--- config.mk ---
export PLATFORM = sky130hd
export DESIGN_NAME = gcd_rr_scheduler_flat
export DESIGN_NICKNAME = d
export VERILOG_FILES = /design/src/rtl/gcd_pkg.sv /design/src/rtl/gcd_rr_scheduler_if.sv /design/src/rtl/rr_arbiter.sv /design/src/rtl/gcd_rr_scheduler.sv /design/src/flat_wrapper.sv
export SDC_FILE = /design/constraint.sdc
export NUM_CORES = 1
export LEC_CHECK = 0
export ABC_AREA = 1
export BUFFER_PORTS_ARGS = -buffer_cell sky130_fd_sc_hd__buf_2
export CAP_MARGIN = 20
export CORE_ASPECT_RATIO = 1.75
export CORE_MARGIN = 5
export CORE_UTILIZATION = 54
export CTS_BUF_LIST = sky130_fd_sc_hd__clkbuf_8
export CTS_CLUSTER_SIZE = 16
export DETAILED_ROUTE_END_ITERATION = 10
export GPL_TIMING_DRIVEN = 0
export HOLD_SLACK_MARGIN = 0.15
export PLACE_DENSITY = 0.89
export SLEW_MARGIN = 20
export SYNTH_ARGS = -nofsm -noshare
export SYNTH_HDL_FRONTEND = slang
export SYNTH_SLANG_ARGS = --single-unit
--- constraint.sdc ---
create_clock -name clk -period 5.6 [get_ports clk]
set_clock_uncertainty 0.2 [all_clocks]
set_input_delay 0.56 -clock clk [delete_from_list [all_inputs] [get_ports clk]]
set_output_delay 0.56 -clock clk [all_outputs]
set_load 0.01 [all_outputs]
--- src/rtl/gcd_pkg.sv ---
// Shared constants and record types for the round-robin GCD scheduler.
// Optional watchdog is enabled with the GCD_SCHED_TIMEOUT_EN macro.
package gcd_pkg;

  localparam int DEF_W = 16;

  localparam logic [1:0] S_IDLE  = 2'd0;
  localparam logic [1:0] S_ISSUE = 2'd1;
  localparam logic [1:0] S_WAIT  = 2'd2;
  localparam logic [1:0] S_RESP  = 2'd3;

  typedef struct packed {
    logic [DEF_W-1:0] a;
    logic [DEF_W-1:0] b;
  } gcd_req_t;

  typedef struct packed {
    logic [DEF_W-1:0] data;
    logic             err;
  } gcd_rsp_t;

endpackage

--- src/rtl/gcd_rr_scheduler_if.sv ---
// Request/response handshakes plus the engine start/done link of the GCD scheduler.
// The scheduler uses the slave modport; requesters and the engine use master.
interface gcd_rr_scheduler_if import gcd_pkg::*; #(
  parameter int NREQ = 4,
  parameter int W    = DEF_W
);

  logic [NREQ-1:0]   req_valid;
  logic [NREQ-1:0]   req_ready;
  logic [NREQ*W-1:0] req_a;
  logic [NREQ*W-1:0] req_b;

  logic [NREQ-1:0]   rsp_valid;
  logic [NREQ-1:0]   rsp_ready;
  logic [W-1:0]      rsp_data;
  logic              rsp_err;

  logic              eng_start;
  logic [W-1:0]      eng_a;
  logic [W-1:0]      eng_b;
  logic              eng_done;
  logic [W-1:0]      eng_result;

  modport slave (
    input  req_valid, req_a, req_b, rsp_ready, eng_done, eng_result,
    output req_ready, rsp_valid, rsp_data, rsp_err, eng_start, eng_a, eng_b
  );

  modport master (
    output req_valid, req_a, req_b, rsp_ready, eng_done, eng_result,
    input  req_ready, rsp_valid, rsp_data, rsp_err, eng_start, eng_a, eng_b
  );

endinterface

--- src/rtl/rr_arbiter.sv ---
// Combinational round-robin arbiter: first asserted request at or above ptr, with wrap.
// Reusable for any shared datapath; grant is one-hot or zero.
module rr_arbiter #(
  parameter  int NREQ = 4,
  localparam int PW   = (NREQ > 1) ? $clog2(NREQ) : 1
) (
  input  logic [NREQ-1:0] req,
  input  logic [PW-1:0]   ptr,
  output logic [NREQ-1:0] grant,
  output logic [PW-1:0]   grant_idx
);

  logic          found;
  int            cand;
  logic [PW-1:0] cand_idx;

  // Walk the requesters starting at ptr; the first hit wins.
  always_comb begin
    grant     = '0;
    grant_idx = '0;
    found     = 1'b0;
    cand      = 0;
    cand_idx  = '0;
    for (int i = 0; i < NREQ; i++) begin
      cand = int'(ptr) + i;
      if (cand >= NREQ) begin
        cand = cand - NREQ;
      end
      cand_idx = PW'(cand);
      if (!found && req[cand_idx]) begin
        found           = 1'b1;
        grant[cand_idx] = 1'b1;
        grant_idx       = cand_idx;
      end
    end
  end

endmodule

--- src/rtl/gcd_rr_scheduler.sv ---
// Round-robin scheduler sharing one subtractive GCD engine among NREQ requesters.
// Define GCD_SCHED_TIMEOUT_EN to add a WAIT-state watchdog that reports rsp_err.
module gcd_rr_scheduler import gcd_pkg::*; #(
  parameter int NREQ       = 4,
  parameter int W          = DEF_W,
  parameter int TMO_CYCLES = 1024
) (
  input  logic         clk,
  input  logic         rst_n,
  gcd_rr_scheduler_if.slave bus
);

  localparam int PW = (NREQ > 1) ? $clog2(NREQ) : 1;

  logic [1:0]      state;
  logic [PW-1:0]   rr_ptr;
  logic [PW-1:0]   owner;
  logic [PW-1:0]   grant_idx;
  logic [PW-1:0]   ptr_next;
  logic [NREQ-1:0] grant;
  logic [W-1:0]    sel_a;
  logic [W-1:0]    sel_b;
  logic [W-1:0]    op_a;
  logic [W-1:0]    op_b;
  logic [W-1:0]    result;
  logic            req_fire;
  logic            zero_op;
  logic            rsp_accept;

  rr_arbiter #(.NREQ(NREQ)) u_arb (
    .req       (bus.req_valid),
    .ptr       (rr_ptr),
    .grant     (grant),
    .grant_idx (grant_idx)
  );

  assign sel_a    = bus.req_a[int'(grant_idx)*W +: W];
  assign sel_b    = bus.req_b[int'(grant_idx)*W +: W];
  assign zero_op  = (sel_a == '0) || (sel_b == '0);
  assign req_fire = (state == S_IDLE) && (grant != '0);
  assign ptr_next = (grant_idx == PW'(NREQ - 1)) ? '0 : grant_idx + 1'b1;

  assign rsp_accept = bus.rsp_ready[owner];

  assign bus.req_ready = (state == S_IDLE) ? grant : '0;
  assign bus.rsp_valid = (state == S_RESP) ? (NREQ'(1) << owner) : '0;
  assign bus.rsp_data  = result;
  assign bus.eng_start = (state == S_ISSUE);
  assign bus.eng_a     = op_a;
  assign bus.eng_b     = op_b;

`ifdef GCD_SCHED_TIMEOUT_EN
  localparam int TW = $clog2(TMO_CYCLES + 1);

  logic [TW-1:0] tmo_cnt;
  logic          tmo_hit;
  logic          err_q;

  assign tmo_hit     = (state == S_WAIT) && !bus.eng_done && (tmo_cnt == TW'(TMO_CYCLES - 1));
  assign bus.rsp_err = err_q;

  // Count only while waiting on the engine; any other state rearms the watchdog.
  always_ff @(posedge clk or negedge rst_n) begin
    if (!rst_n) begin
      tmo_cnt <= '0;
    end else if (state != S_WAIT) begin
      tmo_cnt <= '0;
    end else begin
      tmo_cnt <= tmo_cnt + 1'b1;
    end
  end

  always_ff @(posedge clk or negedge rst_n) begin
    if (!rst_n) begin
      err_q <= 1'b0;
    end else if (state == S_IDLE) begin
      err_q <= 1'b0;
    end else if (tmo_hit) begin
      err_q <= 1'b1;
    end
  end
`else
  logic tmo_hit;

  assign tmo_hit     = 1'b0;
  assign bus.rsp_err = 1'b0;
`endif

  // Zero operands bypass the engine since subtraction would never converge on them.
  always_ff @(posedge clk or negedge rst_n) begin
    if (!rst_n) begin
      state  <= S_IDLE;
      rr_ptr <= '0;
      owner  <= '0;
      op_a   <= '0;
      op_b   <= '0;
      result <= '0;
    end else begin
      case (state)
        S_IDLE: begin
          if (req_fire) begin
            owner  <= grant_idx;
            rr_ptr <= ptr_next;
            if (zero_op) begin
              result <= sel_a | sel_b;
              state  <= S_RESP;
            end else begin
              op_a  <= sel_a;
              op_b  <= sel_b;
              state <= S_ISSUE;
            end
          end
        end
        S_ISSUE: begin
          state <= S_WAIT;
        end
        S_WAIT: begin
          if (bus.eng_done) begin
            result <= bus.eng_result;
            state  <= S_RESP;
          end else if (tmo_hit) begin
            result <= '0;
            state  <= S_RESP;
          end
        end
        S_RESP: begin
          if (rsp_accept) begin
            state <= S_IDLE;
          end
        end
        default: begin
          state <= S_IDLE;
        end
      endcase
    end
  end

endmodule

--- src/flat_wrapper.sv ---
// flat-port wrapper written by rule: the top's interface ports become plain ports
module gcd_rr_scheduler_flat import gcd_pkg::*;
#(
  parameter int NREQ       = 4,
  parameter int W          = DEF_W,
  parameter int TMO_CYCLES = 1024
)
  (clk, rst_n, bus_req_valid, bus_req_a, bus_req_b, bus_rsp_ready, bus_eng_done, bus_eng_result, bus_req_ready, bus_rsp_valid, bus_rsp_data, bus_rsp_err, bus_eng_start, bus_eng_a, bus_eng_b);
  gcd_rr_scheduler_if #(.NREQ(NREQ), .W(W)) bus_i ();
  input  logic clk;
  input  logic rst_n;
  input wire logic [$bits(bus_i.req_valid)-1:0] bus_req_valid;
  input wire logic [$bits(bus_i.req_a)-1:0] bus_req_a;
  input wire logic [$bits(bus_i.req_b)-1:0] bus_req_b;
  input wire logic [$bits(bus_i.rsp_ready)-1:0] bus_rsp_ready;
  input wire logic [$bits(bus_i.eng_done)-1:0] bus_eng_done;
  input wire logic [$bits(bus_i.eng_result)-1:0] bus_eng_result;
  output wire logic [$bits(bus_i.req_ready)-1:0] bus_req_ready;
  output wire logic [$bits(bus_i.rsp_valid)-1:0] bus_rsp_valid;
  output wire logic [$bits(bus_i.rsp_data)-1:0] bus_rsp_data;
  output wire logic [$bits(bus_i.rsp_err)-1:0] bus_rsp_err;
  output wire logic [$bits(bus_i.eng_start)-1:0] bus_eng_start;
  output wire logic [$bits(bus_i.eng_a)-1:0] bus_eng_a;
  output wire logic [$bits(bus_i.eng_b)-1:0] bus_eng_b;
  assign bus_i.req_valid = bus_req_valid;
  assign bus_i.req_a = bus_req_a;
  assign bus_i.req_b = bus_req_b;
  assign bus_i.rsp_ready = bus_rsp_ready;
  assign bus_i.eng_done = bus_eng_done;
  assign bus_i.eng_result = bus_eng_result;
  assign bus_req_ready = bus_i.req_ready;
  assign bus_rsp_valid = bus_i.rsp_valid;
  assign bus_rsp_data = bus_i.rsp_data;
  assign bus_rsp_err = bus_i.rsp_err;
  assign bus_eng_start = bus_i.eng_start;
  assign bus_eng_a = bus_i.eng_a;
  assign bus_eng_b = bus_i.eng_b;
  gcd_rr_scheduler #(.NREQ(NREQ), .W(W), .TMO_CYCLES(TMO_CYCLES)) u_core (.clk(clk), .rst_n(rst_n), .bus(bus_i));
endmodule
==> flow_summary_export.csv <==
group,metric,value,unit
outcome,status,"finished, final reports clean",
floorplan,io_pins,213,
final_layout,final_common_cell,"nand2_1",
yosys,synth_area_leaders,"dfrtp_1 27%, nand2_1 27%, nand3_1 14%",
setup_path,start_kind,"register",
timing,period_needed,4074,ps
detailed_routing,wl,19000,um
yosys,syn_nets,997,
placed_design,place.detailed.hpwl,15620,um
detailed_routing,vias,6423,
run,maxCapViolCount,0,
floorplan,num_rows,46,
timing,final-max-slew-violation-count,0,
yosys,synth_area_leader_cell,"dfrtp_1",
final_layout,drive_gt1_share,26.36,%
clock_tree,postCtsSetupRepairBufs,0,
clock_tree,clkLatencyLatePin,320,ps
final_layout,final_nets,1216,
yosys,yosysSeqAreaShare,26.95,%
floorplan,dieWidth,82.84,um
clock_tree,cts-root-buf,"clkbuf_8",
floorplan,core_area,0.009094,sq mm
final_layout,num-fill-cells,910,
timing,fin_crit_sh,72.75,%
detailed_routing,ant_nets,0,
global_routing,antenna_found_initial,0,
timing,worst-slew-pin-transition,677.6,ps
yosys,ys_types,30,
timing,hold_viol_final,0,
global_routing,grt_max_degree,55,
setup_path,crit_type,"reg2reg",
setup_path,reg2reg_slack,1530,ps
timing,setup-tns-final,0,ps
setup_path,cp.arrival,4090,ps
clock_tree,cts_buffer_depth,2,
floorplan,design.die.area,0.01139,sq mm
placed_design,port_buffers,211,
detailed_routing,wl_per_cell,16.22,um
final_layout,insertedDiodeCount,0,
setup_path,path_max_fanout,10,
floorplan,die-height,137.5,um
yosys,synth_top_area_share,26.95,%
global_routing,grt_first_pass_wirelength,29710,um
final_layout,layout_common_cells,"354 x nand2_1, 233 x buf_2, 136 x nand3_1, 70 x inv_1, 54 x dfrtp_1",
detailed_routing,via_per_inst,5.485,
placed_design,globalplace.congestion,0.9766,
hold_path,hp-class,"reg2reg",
yosys,ys.warnings.count,0,
clock_tree,cts_tree,"yes",
global_routing,track_usage,32.50,%
setup_path,cp_data_required_time,5620,ps
detailed_routing,first_pass_iters,6,
clock_tree,cts_buffers,5,
timing,setup_viol,0,
global_routing,grt_remaining_overflow,0,
global_routing,grt_pass1_vias,6406,
yosys,yosys_register_bits,54,
setup_path,worst_setup_path_end_kind,"register",
timing,max_freq,245.5,MHz
timing,whs,273.9,ps
clock_tree,path_clk_slew,100,ps
yosys,avgSynthCellArea,6.033,sq um
timing,grt_setup_unrepaired,"no",
clock_tree,numClockSinks,54,
final_layout,final_util,69.54,%
yosys,synth_area,0.005014,sq mm
timing,slew_headroom,54.82,%
clock_tree,htreeDepth,2,
detailed_routing,drt_iter0_drc,536,
final_layout,syn_to_final_growth,26.13,%
detailed_routing,drc,0,
floorplan,start_util,55.13,%
yosys,synth_cells,831,
==> flip-flops by register name, summed over array words and instances, names as in the netlist <==
name	cells
u_core.rr_ptr	2
u_core.state	2
u_core.owner	2
u_core.bus.eng_b	16
u_core.bus.eng_a	16
u_core.bus.rsp_data	16
==> layout make-up <==
type | instances | area, sq um | area share [%]
tap | 120 | 150.1 | 2.374
buffer | 54 | 317.8 | 5.026
timing repair buffer | 212 | 1069 | 16.90
multi-input combinational | 651 | 3069 | 48.54
sequential | 54 | 1351 | 21.37
clock buffer | 6 | 82.58 | 1.306
inverter | 72 | 275.3 | 4.353
clock inverter | 2 | 8.758 | 0.1385
==> synthesized netlist by cell type <==
library cell,n
nand2_1,354
nand3_1,136
inv_1,69
dfrtp_1,54
nand4_1,36
nand3b_1,31
nor2_1,28
o21ai_0,24
buf_2,23
buf_4,11
clkbuf_1,11
ha_1,11
nand2_2,7
buf_6,6
nor3_1,5
a22oi_1,4
buf_1,3
a21oi_1,2
a31oi_1,2
inv_2,2
nand2_4,2
nor2_4,2
conb_1,1
inv_6,1
nand3_4,1
nand4_2,1
nand4_4,1
nor2_2,1
o21ai_1,1
or2_2,1
==> stage by stage <==
stage                     instances  instance area (sq um)  setup slack (ps)
after floorplan                 831                   5014              2388
after global placement         1162                   6220              1717
after global routing           1171                   6324              1222
after CTS                      1171                   6324              1657
after detailed placement       1162                   6222              1677
final                          1171                   6324              1526
==> logic make-up after synthesis <==
logic type	count (synthesis)	synth area share (%)
and+or+nand+nor	606	54.85
buffers and inverters	126	11.83
AOI/OAI and AO/OA	33	3.544
other	1	0.07480
DFF	54	26.95
adders and majority gates	11	2.745
==> worst max-delay path: stages (launching register included) <==
cell and delay, ps:
dfrtp_1 550, inv_1 230, ha_1 390, inv_1 100, nand3_1 90, nand2_2 140, inv_2 70, nor2_4 130
nand4_1 90, nand2_1 140, buf_1 460, nand3_1 200, nand2_1 210, nor2_1 70, nand2_1 70, nor2_1 40
nand2_1 140, nand4_2 240, buf_4 260, nand2_1 70, nand2_1 50
==> repair_timing <==
item / CTS / global route
resized for setup: 0 / 0
endpoints found under the setup margin: 0 / 0
hold endpoints to repair: 54 / 0
hold buffers: 1 / 0
==> per-layer routing <==
metal	vias up	global-route usage, %	share of wire, %
met3	114	5.386	7.9
met4	0	26.36	7.7
met1	2810	31.63	34
li1	3111	-	-
met2	388	59.96	50
met5	-	0	0
==> path summary, 6_finish.rpt <==
kind                                                         start  cells past startpoint                                 end
worst max-delay path                  u_core.rr_ptr[1]$_DFFE_PN0P_                     20     u_core.bus.eng_b[3]$_DFFE_PN0P_
worst min-delay path            u_core.bus.rsp_data[9]$_DFFE_PN0P_                      2  u_core.bus.rsp_data[9]$_DFFE_PN0P_
worst max register to register        u_core.rr_ptr[1]$_DFFE_PN0P_                     20     u_core.bus.eng_b[3]$_DFFE_PN0P_
worst min register to register  u_core.bus.rsp_data[9]$_DFFE_PN0P_                      2  u_core.bus.rsp_data[9]$_DFFE_PN0P_
max in group asynchronous                                    rst_n                      2     u_core.bus.eng_a[9]$_DFFE_PN0P_
min in group asynchronous                                    rst_n                      2         u_core.state[0]$_DFFE_PN0P_
Power is not shown: default switching activity piles up to over one toggle a cycle in this logic, so the estimate is an artifact.
